$ cat config.mk
export PLATFORM = sky130hd
export DESIGN_NAME = vec_opb_seq_flat
export DESIGN_NICKNAME = d
export VERILOG_FILES = /design/src/rtl/vec_opb_seq_if.sv /design/src/rtl/vec_opb_seq.sv /design/src/flat_wrapper.sv
export SDC_FILE = /design/constraint.sdc
export NUM_CORES = 1
export LEC_CHECK = 0
export BUFFER_PORTS_ARGS = -buffer_cell sky130_fd_sc_hd__buf_2
export CAP_MARGIN = 40
export CELL_PAD_IN_SITES_DETAIL_PLACEMENT = 0
export CELL_PAD_IN_SITES_GLOBAL_PLACEMENT = 2
export CORE_MARGIN = 2
export CORE_UTILIZATION = 26
export CTS_CLUSTER_DIAMETER = 100
export DETAILED_ROUTE_END_ITERATION = 10
export GPL_TIMING_DRIVEN = 0
export PLACE_DENSITY = 0.74
export SYNTH_ARGS = -nofsm -noshare
export SYNTH_HDL_FRONTEND = slang
export SYNTH_SLANG_ARGS = --single-unit
$ cat constraint.sdc
create_clock -name clk -period 3.71 [get_ports clk]
set_input_delay 0.1855 -clock clk [delete_from_list [all_inputs] [get_ports clk]]
set_output_delay 0.1855 -clock clk [all_outputs]
set_load 0.005 [all_outputs]
$ cat src/rtl/vec_opb_seq_if.sv
// Bus bundle for the operand-B sequencer: issue handshake, VRF read port
// and ALU lane output. The sequencer uses the slave view.
interface vec_opb_seq_if #(
  parameter int VL_W   = 9,
  parameter int BEAT_W = 10
);
  logic              issue_valid;
  logic              issue_ready;
  logic [1:0]        issue_opsel;
  logic [VL_W-1:0]   issue_vl;
  logic [1:0]        issue_sew;
  logic [4:0]        issue_simm5;
  logic [31:0]       issue_scalar;
  logic [4:0]        issue_vs2;
  logic              rf_rd_req;
  logic [4:0]        rf_rd_addr;
  logic [BEAT_W-1:0] rf_rd_beat;
  logic [63:0]       rf_rd_data;
  logic              opb_valid;
  logic              opb_ready;
  logic [63:0]       opb_data;
  logic [7:0]        opb_bmask;
  logic              opb_last;
  logic              done;
  logic              err;
  logic              busy;

  modport slave (
    input  issue_valid, issue_opsel, issue_vl, issue_sew, issue_simm5,
           issue_scalar, issue_vs2, rf_rd_data, opb_ready,
    output issue_ready, rf_rd_req, rf_rd_addr, rf_rd_beat, opb_valid,
           opb_data, opb_bmask, opb_last, done, err, busy
  );

  modport master (
    output issue_valid, issue_opsel, issue_vl, issue_sew, issue_simm5,
           issue_scalar, issue_vs2, rf_rd_data, opb_ready,
    input  issue_ready, rf_rd_req, rf_rd_addr, rf_rd_beat, opb_valid,
           opb_data, opb_bmask, opb_last, done, err, busy
  );
endinterface

$ cat src/rtl/vec_opb_seq.sv
// Operand-B sequencer for the vector ALU. Takes one instruction per issue
// handshake and streams operand B as 64-bit beats, either read from the VRF
// (VV) or as a SEW-replicated scalar/immediate broadcast (VX/VI).
// All outputs are registered from the next-state decode.
module vec_opb_seq #(
  parameter int VL_W   = 9,
  parameter int BEAT_W = 10
) (
  input logic           clk,
  input logic           rst,
  vec_opb_seq_if.slave  bus
);

  localparam int BY_W = VL_W + 4;

  localparam logic [1:0] OP_VV  = 2'b00;
  localparam logic [1:0] OP_VX  = 2'b01;
  localparam logic [1:0] OP_VI  = 2'b10;
  localparam logic [1:0] OP_BAD = 2'b11;

  typedef enum logic [2:0] {
    S_IDLE = 3'd0,
    S_RD   = 3'd1,
    S_WAIT = 3'd2,
    S_OUT  = 3'd3,
    S_FIN  = 3'd4
  } state_t;

  state_t            state_r, state_nxt_s;
  logic [BEAT_W-1:0] cnt_r, cnt_nxt_s;
  logic [1:0]        opsel_r, sew_r;
  logic [VL_W-1:0]   vl_r;
  logic [4:0]        vs2_r;

  logic              issue_ready_r, busy_r, rf_rd_req_r, opb_valid_r;
  logic              opb_last_r, done_r, err_r;
  logic [4:0]        rf_rd_addr_r;
  logic [BEAT_W-1:0] rf_rd_beat_r;
  logic [63:0]       opb_data_r;
  logic [7:0]        opb_bmask_r;

  logic              accept_s, hs_s, last_nxt_s;
  logic [1:0]        opsel_s, sew_s;
  logic [VL_W-1:0]   vl_s;
  logic [4:0]        vs2_s;
  logic [BY_W-1:0]   bytes_s;
  logic [BEAT_W-1:0] beats_s;
  logic [2:0]        rem_s;
  logic [63:0]       src_s, bcast_s;
  logic [7:0]        bmask_nxt_s;

  // Truncate a sign-extended source to SEW bits and tile it across 64 bits.
  function automatic logic [63:0] replicate_sew(input logic [63:0] src, input logic [1:0] sew);
    logic [63:0] res;
    case (sew)
      2'd0:    res = {8{src[7:0]}};
      2'd1:    res = {4{src[15:0]}};
      2'd2:    res = {2{src[31:0]}};
      2'd3:    res = src;
      default: res = src;
    endcase
    return res;
  endfunction

  // Operand selection (live issue fields while accepting, latched copy otherwise) and beat arithmetic.
  always_comb begin
    accept_s = bus.issue_valid && (state_r == S_IDLE);
    hs_s     = (state_r == S_OUT) && bus.opb_ready;
    if (accept_s) begin
      opsel_s = bus.issue_opsel;
      sew_s   = bus.issue_sew;
      vl_s    = bus.issue_vl;
      vs2_s   = bus.issue_vs2;
    end else begin
      opsel_s = opsel_r;
      sew_s   = sew_r;
      vl_s    = vl_r;
      vs2_s   = vs2_r;
    end
    bytes_s = {4'b0000, vl_s} << sew_s;
    beats_s = BEAT_W'((bytes_s + BY_W'(3'd7)) >> 3'd3);
    rem_s   = bytes_s[2:0];
    case (opsel_s)
      OP_VX:   src_s = {{32{bus.issue_scalar[31]}}, bus.issue_scalar};
      OP_VI:   src_s = {{59{bus.issue_simm5[4]}}, bus.issue_simm5};
      default: src_s = 64'd0;
    endcase
    bcast_s = replicate_sew(src_s, sew_s);
  end

  // Next-state and beat-counter decode.
  always_comb begin
    state_nxt_s = state_r;
    cnt_nxt_s   = cnt_r;
    case (state_r)
      S_IDLE: begin
        if (accept_s) begin
          cnt_nxt_s = {BEAT_W{1'b0}};
          if (opsel_s == OP_BAD) begin
            state_nxt_s = S_FIN;
          end else if (vl_s == {VL_W{1'b0}}) begin
            state_nxt_s = S_FIN;
          end else if (opsel_s == OP_VV) begin
            state_nxt_s = S_RD;
          end else begin
            state_nxt_s = S_OUT;
          end
        end else begin
          state_nxt_s = S_IDLE;
        end
      end
      S_RD:   state_nxt_s = S_WAIT;
      S_WAIT: state_nxt_s = S_OUT;
      S_OUT: begin
        if (hs_s) begin
          if (opb_last_r) begin
            state_nxt_s = S_FIN;
          end else begin
            cnt_nxt_s   = cnt_r + BEAT_W'(1'b1);
            state_nxt_s = (opsel_r == OP_VV) ? S_RD : S_OUT;
          end
        end else begin
          state_nxt_s = S_OUT;
        end
      end
      S_FIN:   state_nxt_s = S_IDLE;
      default: state_nxt_s = S_IDLE;
    endcase
  end

  // Last-beat flag and byte mask for the beat about to be presented.
  always_comb begin
    last_nxt_s = (cnt_nxt_s == (beats_s - BEAT_W'(1'b1)));
    if (last_nxt_s && (rem_s != 3'd0)) begin
      bmask_nxt_s = (8'd1 << rem_s) - 8'd1;
    end else begin
      bmask_nxt_s = 8'hFF;
    end
  end

  // State register and beat counter.
  always_ff @(posedge clk) begin
    if (rst) begin
      state_r <= S_IDLE;
      cnt_r   <= {BEAT_W{1'b0}};
    end else begin
      state_r <= state_nxt_s;
      cnt_r   <= cnt_nxt_s;
    end
  end

  // Instruction fields latched on accept.
  always_ff @(posedge clk) begin
    if (rst) begin
      opsel_r <= 2'b00;
      sew_r   <= 2'b00;
      vl_r    <= {VL_W{1'b0}};
      vs2_r   <= 5'd0;
    end else if (accept_s) begin
      opsel_r <= bus.issue_opsel;
      sew_r   <= bus.issue_sew;
      vl_r    <= bus.issue_vl;
      vs2_r   <= bus.issue_vs2;
    end
  end

  // Registered outputs derived from the next state; opb_data holds while stalled.
  always_ff @(posedge clk) begin
    if (rst) begin
      issue_ready_r <= 1'b1;
      busy_r        <= 1'b0;
      rf_rd_req_r   <= 1'b0;
      rf_rd_addr_r  <= 5'd0;
      rf_rd_beat_r  <= {BEAT_W{1'b0}};
      opb_valid_r   <= 1'b0;
      opb_data_r    <= 64'd0;
      opb_bmask_r   <= 8'h00;
      opb_last_r    <= 1'b0;
      done_r        <= 1'b0;
      err_r         <= 1'b0;
    end else begin
      issue_ready_r <= (state_nxt_s == S_IDLE);
      busy_r        <= (state_nxt_s != S_IDLE);
      rf_rd_req_r   <= (state_nxt_s == S_RD);
      rf_rd_addr_r  <= (state_nxt_s == S_RD) ? vs2_s : 5'd0;
      rf_rd_beat_r  <= (state_nxt_s == S_RD) ? cnt_nxt_s : {BEAT_W{1'b0}};
      opb_valid_r   <= (state_nxt_s == S_OUT);
      opb_bmask_r   <= (state_nxt_s == S_OUT) ? bmask_nxt_s : 8'h00;
      opb_last_r    <= (state_nxt_s == S_OUT) && last_nxt_s;
      done_r        <= (state_nxt_s == S_FIN);
      err_r         <= accept_s && (opsel_s == OP_BAD);
      if (accept_s && ((opsel_s == OP_VX) || (opsel_s == OP_VI))) begin
        opb_data_r <= bcast_s;
      end else if (state_r == S_WAIT) begin
        opb_data_r <= bus.rf_rd_data;
      end
    end
  end

  assign bus.issue_ready = issue_ready_r;
  assign bus.busy        = busy_r;
  assign bus.rf_rd_req   = rf_rd_req_r;
  assign bus.rf_rd_addr  = rf_rd_addr_r;
  assign bus.rf_rd_beat  = rf_rd_beat_r;
  assign bus.opb_valid   = opb_valid_r;
  assign bus.opb_data    = opb_data_r;
  assign bus.opb_bmask   = opb_bmask_r;
  assign bus.opb_last    = opb_last_r;
  assign bus.done        = done_r;
  assign bus.err         = err_r;

endmodule
$ cat src/flat_wrapper.sv
// flat-port wrapper written by rule: the top's interface ports become plain ports
module vec_opb_seq_flat 
#(
  parameter int VL_W   = 9,
  parameter int BEAT_W = 10
)
  (clk, rst, bus_issue_valid, bus_issue_opsel, bus_issue_vl, bus_issue_sew, bus_issue_simm5, bus_issue_scalar, bus_issue_vs2, bus_rf_rd_data, bus_opb_ready, bus_issue_ready, bus_rf_rd_req, bus_rf_rd_addr, bus_rf_rd_beat, bus_opb_valid, bus_opb_data, bus_opb_bmask, bus_opb_last, bus_done, bus_err, bus_busy);
  vec_opb_seq_if #(.VL_W(VL_W), .BEAT_W(BEAT_W)) bus_i ();
  input logic clk;
  input logic rst;
  input wire logic [$bits(bus_i.issue_valid)-1:0] bus_issue_valid;
  input wire logic [$bits(bus_i.issue_opsel)-1:0] bus_issue_opsel;
  input wire logic [$bits(bus_i.issue_vl)-1:0] bus_issue_vl;
  input wire logic [$bits(bus_i.issue_sew)-1:0] bus_issue_sew;
  input wire logic [$bits(bus_i.issue_simm5)-1:0] bus_issue_simm5;
  input wire logic [$bits(bus_i.issue_scalar)-1:0] bus_issue_scalar;
  input wire logic [$bits(bus_i.issue_vs2)-1:0] bus_issue_vs2;
  input wire logic [$bits(bus_i.rf_rd_data)-1:0] bus_rf_rd_data;
  input wire logic [$bits(bus_i.opb_ready)-1:0] bus_opb_ready;
  output wire logic [$bits(bus_i.issue_ready)-1:0] bus_issue_ready;
  output wire logic [$bits(bus_i.rf_rd_req)-1:0] bus_rf_rd_req;
  output wire logic [$bits(bus_i.rf_rd_addr)-1:0] bus_rf_rd_addr;
  output wire logic [$bits(bus_i.rf_rd_beat)-1:0] bus_rf_rd_beat;
  output wire logic [$bits(bus_i.opb_valid)-1:0] bus_opb_valid;
  output wire logic [$bits(bus_i.opb_data)-1:0] bus_opb_data;
  output wire logic [$bits(bus_i.opb_bmask)-1:0] bus_opb_bmask;
  output wire logic [$bits(bus_i.opb_last)-1:0] bus_opb_last;
  output wire logic [$bits(bus_i.done)-1:0] bus_done;
  output wire logic [$bits(bus_i.err)-1:0] bus_err;
  output wire logic [$bits(bus_i.busy)-1:0] bus_busy;
  assign bus_i.issue_valid = bus_issue_valid;
  assign bus_i.issue_opsel = bus_issue_opsel;
  assign bus_i.issue_vl = bus_issue_vl;
  assign bus_i.issue_sew = bus_issue_sew;
  assign bus_i.issue_simm5 = bus_issue_simm5;
  assign bus_i.issue_scalar = bus_issue_scalar;
  assign bus_i.issue_vs2 = bus_issue_vs2;
  assign bus_i.rf_rd_data = bus_rf_rd_data;
  assign bus_i.opb_ready = bus_opb_ready;
  assign bus_issue_ready = bus_i.issue_ready;
  assign bus_rf_rd_req = bus_i.rf_rd_req;
  assign bus_rf_rd_addr = bus_i.rf_rd_addr;
  assign bus_rf_rd_beat = bus_i.rf_rd_beat;
  assign bus_opb_valid = bus_i.opb_valid;
  assign bus_opb_data = bus_i.opb_data;
  assign bus_opb_bmask = bus_i.opb_bmask;
  assign bus_opb_last = bus_i.opb_last;
  assign bus_done = bus_i.done;
  assign bus_err = bus_i.err;
  assign bus_busy = bus_i.busy;
  vec_opb_seq #(.VL_W(VL_W), .BEAT_W(BEAT_W)) u_core (.clk(clk), .rst(rst), .bus(bus_i));
endmodule
Word level (Yosys, flattened, before mapping)
Cells that the tools add are included.
{"block": "totals", "register_bits": 125, "latch_bits": 0, "ramBits": 0, "mem_bits_ro": 0, "inputBits": 123, "output_inout_bits": 94, "elab_cells": 77, "memories": 0}
{"block": "op_classes", "add_sub_neg": 4, "n_mul": 0, "div_mod_pow": 0, "n_lt_le_gt_ge": 0, "n_eq_ne": 13, "n_shift": 2, "n_mux": 21, "n_bitwise": 2, "reduce_logical": 18}
{"operator": "$pmux W64 S4", "count": 1}
{"operator": "$mux W64", "count": 2}
{"operator": "$pmux W64 S2", "count": 1}
{"operator": "$mux W10", "count": 3}
{"operator": "$pmux W10 S2", "count": 1}
{"operator": "$mux W3", "count": 5}
{"operator": "$add A13 B3 Y13 const B", "count": 1}
{"operator": "$shl A9 B2 Y13", "count": 1}
{"operator": "$pmux W3 S4", "count": 1}
{"operator": "$add A10 B1 Y10 const B", "count": 1}
{"operator": "$eq A10 B10 Y1", "count": 1}
{"operator": "$sub A10 B1 Y10 const B", "count": 1}
{"operator": "$eq A3 B2 Y1 const B", "count": 3}
{"operator": "$logic_not A9 Y1", "count": 1}
{"operator": "$mux W9", "count": 1}
{"operator": "$eq A2 B2 Y1 const B", "count": 4}
{"operator": "$mux W2", "count": 4}
{"operator": "$mux W8", "count": 1}
{"operator": "$shl A1 B3 Y8 const A", "count": 1}
{"operator": "$sub A8 B1 Y8 const B", "count": 1}
{"operator": "$eq A3 B1 Y1 const B", "count": 2}
{"operator": "$logic_and A1 B1 Y1", "count": 6}
{"operator": "$logic_not A2 Y1", "count": 3}
{"operator": "$logic_not A3 Y1", "count": 2}
{"operator": "other kinds (8)", "count": 12}

Logic depth before layout (Yosys ltp)
{"block": "logic_depth", "word_depth": 12, "depth_mapped": 21, "mapped_depth_nobuf": 13}

Worst setup path before layout
Ideal clock, no wire load.
{"block": "synth_timing", "kind": "register to register", "from": "register u_core.state_r[0]", "to": "register u_core.opb_data_r[48] (netlist: u_core.bus.opb_data[48])", "setup_time_ns": 0.120, "arrival_ns": 3.851, "required_ns": 3.590, "slack_ns": -0.260, "stages_incl_launch_ff": 18, "path_buffers": 8, "synth_period_minus_slack_ns": 3.970, "path_cell_list": "dfxtp_1 > buf_6 > or4b_4 > buf_6 > buf_6 > clkbuf_1 > buf_2 > buf_1 > mux2i_1 > inv_1 > ha_1 > and2_1 > a21oi_1 > or3_1 > clkbuf_1 > clkbuf_1 > nand2_1 > o31a_1"}
{"block": "synth_between", "elab_chain_cells": 7, "elab_cells_between_ends": 17, "cone_classes": "eq/ne: 6; mux: 5; reduce/logical: 6"}
{"item": "start: declaration", "line": "vec_opb_seq.sv:29", "text": "state_t state_r, state_nxt_s;"}
{"item": "start signal: assignment", "line": "vec_opb_seq.sv:147", "text": "state_r <= state_nxt_s;"}
{"item": "$logic_not A3 Y1 (*)", "line": "vec_opb_seq.sv:67", "text": "accept_s = bus.issue_valid && (state_r == S_IDLE);"}
{"item": "$logic_and A1 B1 Y1 (*)", "line": "vec_opb_seq.sv:67"}
{"item": "$mux W2 (*)"}
{"item": "via u_core.opsel_s[1]", "line": "vec_opb_seq.sv:43", "text": "logic [1:0] opsel_s, sew_s;"}
{"item": "$eq A2 B2 Y1 or $eq A2 B1 Y1 (tied branches)", "line": "vec_opb_seq.sv:83, vec_opb_seq.sv:192"}
{"item": "$pmux W64 S2 or $logic_or A1 B1 Y1 (tied branches)", "line": "vec_opb_seq.sv:83, vec_opb_seq.sv:192"}
{"item": "$pmux W64 S4 or $logic_and A1 B1 Y1 (tied branches)", "line": "vec_opb_seq.sv:55, vec_opb_seq.sv:192"}
{"item": "$mux W64 or $reduce_bool A2 Y1 (tied branches)"}
{"item": "end signal: assignment", "line": "vec_opb_seq.sv:193", "text": "opb_data_r <= bcast_s;"}
{"item": "end signal: assignment", "line": "vec_opb_seq.sv:195", "text": "opb_data_r <= bus.rf_rd_data;"}
{"item": "end: declaration", "line": "vec_opb_seq.sv:39", "text": "logic [63:0] opb_data_r;"}
The timed path passes the listed nets; every way through them passes the cells marked *. The select of a mux whose other input is x is not followed.
A chain may end at the register's enable or synchronous reset.

Worst setup path after layout
{"block": "layout_timing", "from": "register u_core.state_r[0]", "to": "register u_core.opb_data_r[60] (netlist: u_core.bus.opb_data[60])"}
The elaborated chain is that of the path after synthesis.

==> impl_metrics.toml <==
[synthesis]
synth-simple-area-share_pct = 23.4
synth-xor-area-share_pct = 2.29
synth_seq_cells = 125
synthAdderAreaFrac_pct = 1.20
synth_top_area_cell = "dfxtp_1"
synth_edf_count = 0
syn_nets = 1092
synth_cell_types = 73
synth_top_family_by_area = "compound AO/OA/AOI/OAI gates"
synth-compound-area-share_pct = 24.2
seq_area_frac_synth_pct = 34.4
synthFlopType = "dfxtp_1"
synthesis.area_mm2 = 0.00728
netlist_top_cells_area = "dfxtp_1 (34%), nand2_1 (8.9%), a21oi_1 (8.5%)"
synth_top_area_share_pct = 34.4
yosysWarningCount = 0
synthMuxAreaShare_pct = 9.13
syn_inst = 962
async_flop_share_pct = 0
avgSynthCellArea_um2 = 7.57

[placement]
preCtsSetupSlack_ns = -1.39
dpl_cell_area_mm2 = 0.00885
routabilityCongestion = 0.882
portBuffers = 212
hpwl_um = 25100

[floorplan]
die-area_mm2 = 0.0293
initial_core_util_pct = 26.3
row_count = 61
coreArea_mm2 = 0.0277
ios = 217
chipHeight_um = 171
dieWidth_um = 171

[clocking]
cts_tree = "yes"
cts_buffer_depth = 2
htreeDepth = 4
path_clk_slew_ns = 0.07
cts_inserted_buffers = 17
worstSkewPairLatency_ns = 0.43
numClockSinks = 125
root_buffer = "clkbuf_16"

[hold_path]
hold_end = "u_core.bus.opb_data[31]"
min_path_cells = 3
hold_path.class = "in2reg"
hold_start = "bus_rf_rd_data[31]"

[status]
outcome = "finished clean"

[worst_setup_path]
r2r-end = "u_core.bus.opb_data[60]"
path_class = "reg2reg"
crit_required_ns = 4.08
worst_setup_path_end_kind = "flop"
r2r_cells = 19
cp_max_fo = 10
r2r-start = "u_core.state_r[0]"
critPathLaunch = "u_core.state_r[0]"
r2r_slack_ns = 0.12
critPathLaunchType = "flop"
arrival_ns = 3.96

[cells_and_area]
drive_gt1_share_pct = 30.9
nFillCells = 3035
fin_area_mm2 = 0.00996
final_cell_mix = "buf_2 (215), nand2_1 (168), dfxtp_1 (125)"
regArea_mm2 = 0.00250
area_growth_syn_to_layout_pct = 36.8
multi_input_area_mm2 = 0.00470
fin_nets = 1332
final_common_cell = "buf_2"

[timing]
period_needed_ns = 3.59
period_share_pct = 96.7
worst_pin_slew_ns = 0.772
final.setup.tns_ns = 0
fmax_mhz = 279
slew-limit-headroom_pct = 48.5
report.final.slew_viol_count = 0
fin_skew_ns = 0.0171
finalWorstSetupSlack_ns = 0.121
finalSetupViolations = 0
hold_viol = 0

[flow_run]
maxCapViolations = 0

[grt]
grt_overflow = 0
antenna_found_initial = 6
grt_max_degree = 17
grt_pass1_vias = 8098
track_usage_pct = 22.4
grt_first_pass_wirelength_um = 49100

[route]
drt_iter0_drc = 532
wl_per_cell_um = 20.5
dr.pass1.iters = 5
drt-total-wl_um = 32800
ant_nets = 0
vias = 8176
drc = 0
via_per_inst = 5.12

[pwr]
power.total_mw = 8.70
peakVddDrop_v = 0.000329
cellPowerDensity_mw_per_mm2 = 873
leakagePower_nw = 4.17
==> through the flow <==
stage / cells / utilization, % / hold slack (ns)
2_1_floorplan: 962 / - / 0.321
3_3_place_gp: 1552 / 31.9 / 0.435
3_5_place_dp: 1555 / 31.9 / 0.436
4_1_cts: 1590 / 35.2 / 0.000389
5_1_grt: 1595 / 35.9 / 0.0142
6_report: 1597 / 35.9 / 0.00852
==> worst max path at each step <==
stage,to,slack (ns),cells after the start
2_1_floorplan,u_core.bus.opb_data[61],0.05,18
5_1_grt,u_core.bus.opb_bmask[1],-0.009,16
6_report,u_core.bus.opb_data[60],0.12,19
3_5_place_dp,u_core.bus.opb_data[44],-1.39,16
3_3_place_gp,u_core.bus.opb_data[44],-1.48,16
4_1_cts,u_core.bus.opb_bmask[6],0.002,13
==> kinds of logic after synthesis <==
| logic type | count (synthesis) |
|---|---|
| flops | 125 |
| xor+xnor | 19 |
| mux | 61 |
| simple gates | 381 |
| buf+inv | 94 |
| fa+ha+maj | 7 |
| compound gates | 275 |
==> report_power, final <==
part,switching [mW],internal [mW],total [mW]
registers,0.253,1.79,2.04
clock network,0.720,0.960,1.68
logic,3.00,1.98,4.97
total,3.97,4.73,8.70
==> state kept, by name, summed over array words and instances (netlist names) <==
signal and count:
u_core.bus.opb_data 64, u_core.bus.rf_rd_beat 10, u_core.cnt_r 10, u_core.vl_r 9, u_core.bus.opb_bmask 8, u_core.bus.rf_rd_addr 5, u_core.vs2_r 5, u_core.state_r 3
u_core.opsel_r 2, u_core.sew_r 2, u_core.bus.busy 1, u_core.bus.done 1, u_core.bus.err 1, u_core.bus.issue_ready 1, u_core.bus.opb_last 1, u_core.bus.opb_valid 1
u_core.bus.rf_rd_req 1
==> critical path, stage by stage (launching register included) <==
cell and delay, ns:
dfxtp_1 0.31, buf_6 0.13, or4b_4 0.53, buf_12 0.18
clkbuf_16 0.17, buf_8 0.15, buf_12 0.15, mux2i_4 0.22
inv_2 0.10, ha_4 0.19, and2_4 0.17, a21oi_1 0.04
or3_4 0.33, clkbuf_8 0.17, buf_12 0.15, a21oi_1 0.13
a21oi_1 0.07, a21oi_1 0.17, a21oi_1 0.06, nor2_1 0.09
==> layer usage <==
metal	wire length, µm	part of all wire, %	global-route usage [%]
met4	835	2.5	7.30
met1	14300	44	28.0
met2	15800	48	38.5
met5	16	0.049	0
met3	1860	5.7	4.42
==> cells in the mapped netlist, types with 7 or more instances <==
cell      number
a211oi_1      17
a21oi_1      123
a221oi_1      11
a22oi_1        8
a311oi_1      16
a31oi_1       15
and2_1         7
and3_1         7
clkbuf_1      68
dfxtp_1      125
ha_1           7
inv_1         13
mux2_2        20
mux2i_1       38
nand2_1      173
nand3_1       23
nor2_1       102
nor2b_1        8
nor3_1        18
nor4_1         7
o21ai_0       31
or3_1          7
xnor2_1       12
xor2_1         7
==> what timing repair did <==
action	4_1_cts	5_1_grt
hold buffers	3	0
setup buffers	3	4
setup endpoints to repair	91	61
gates resized for setup	93	47
endpoints found under the hold margin	3	0
pin swaps	8	5
==> final cells by class <==
| class | instances | area share (%) |
|---|---|---|
| clock inverters | 12 | 1.12 |
| well taps | 378 | 4.75 |
| repair buffers | 225 | 11.8 |
| flip-flops and latches | 125 | 25.1 |
| plain buffers | 77 | 4.89 |
| multi-input cells | 743 | 47.2 |
| diodes | 5 | 0.126 |
| inverters | 13 | 0.490 |
| clock buffers | 19 | 4.55 |
Power figures use the tool's default switching activity.
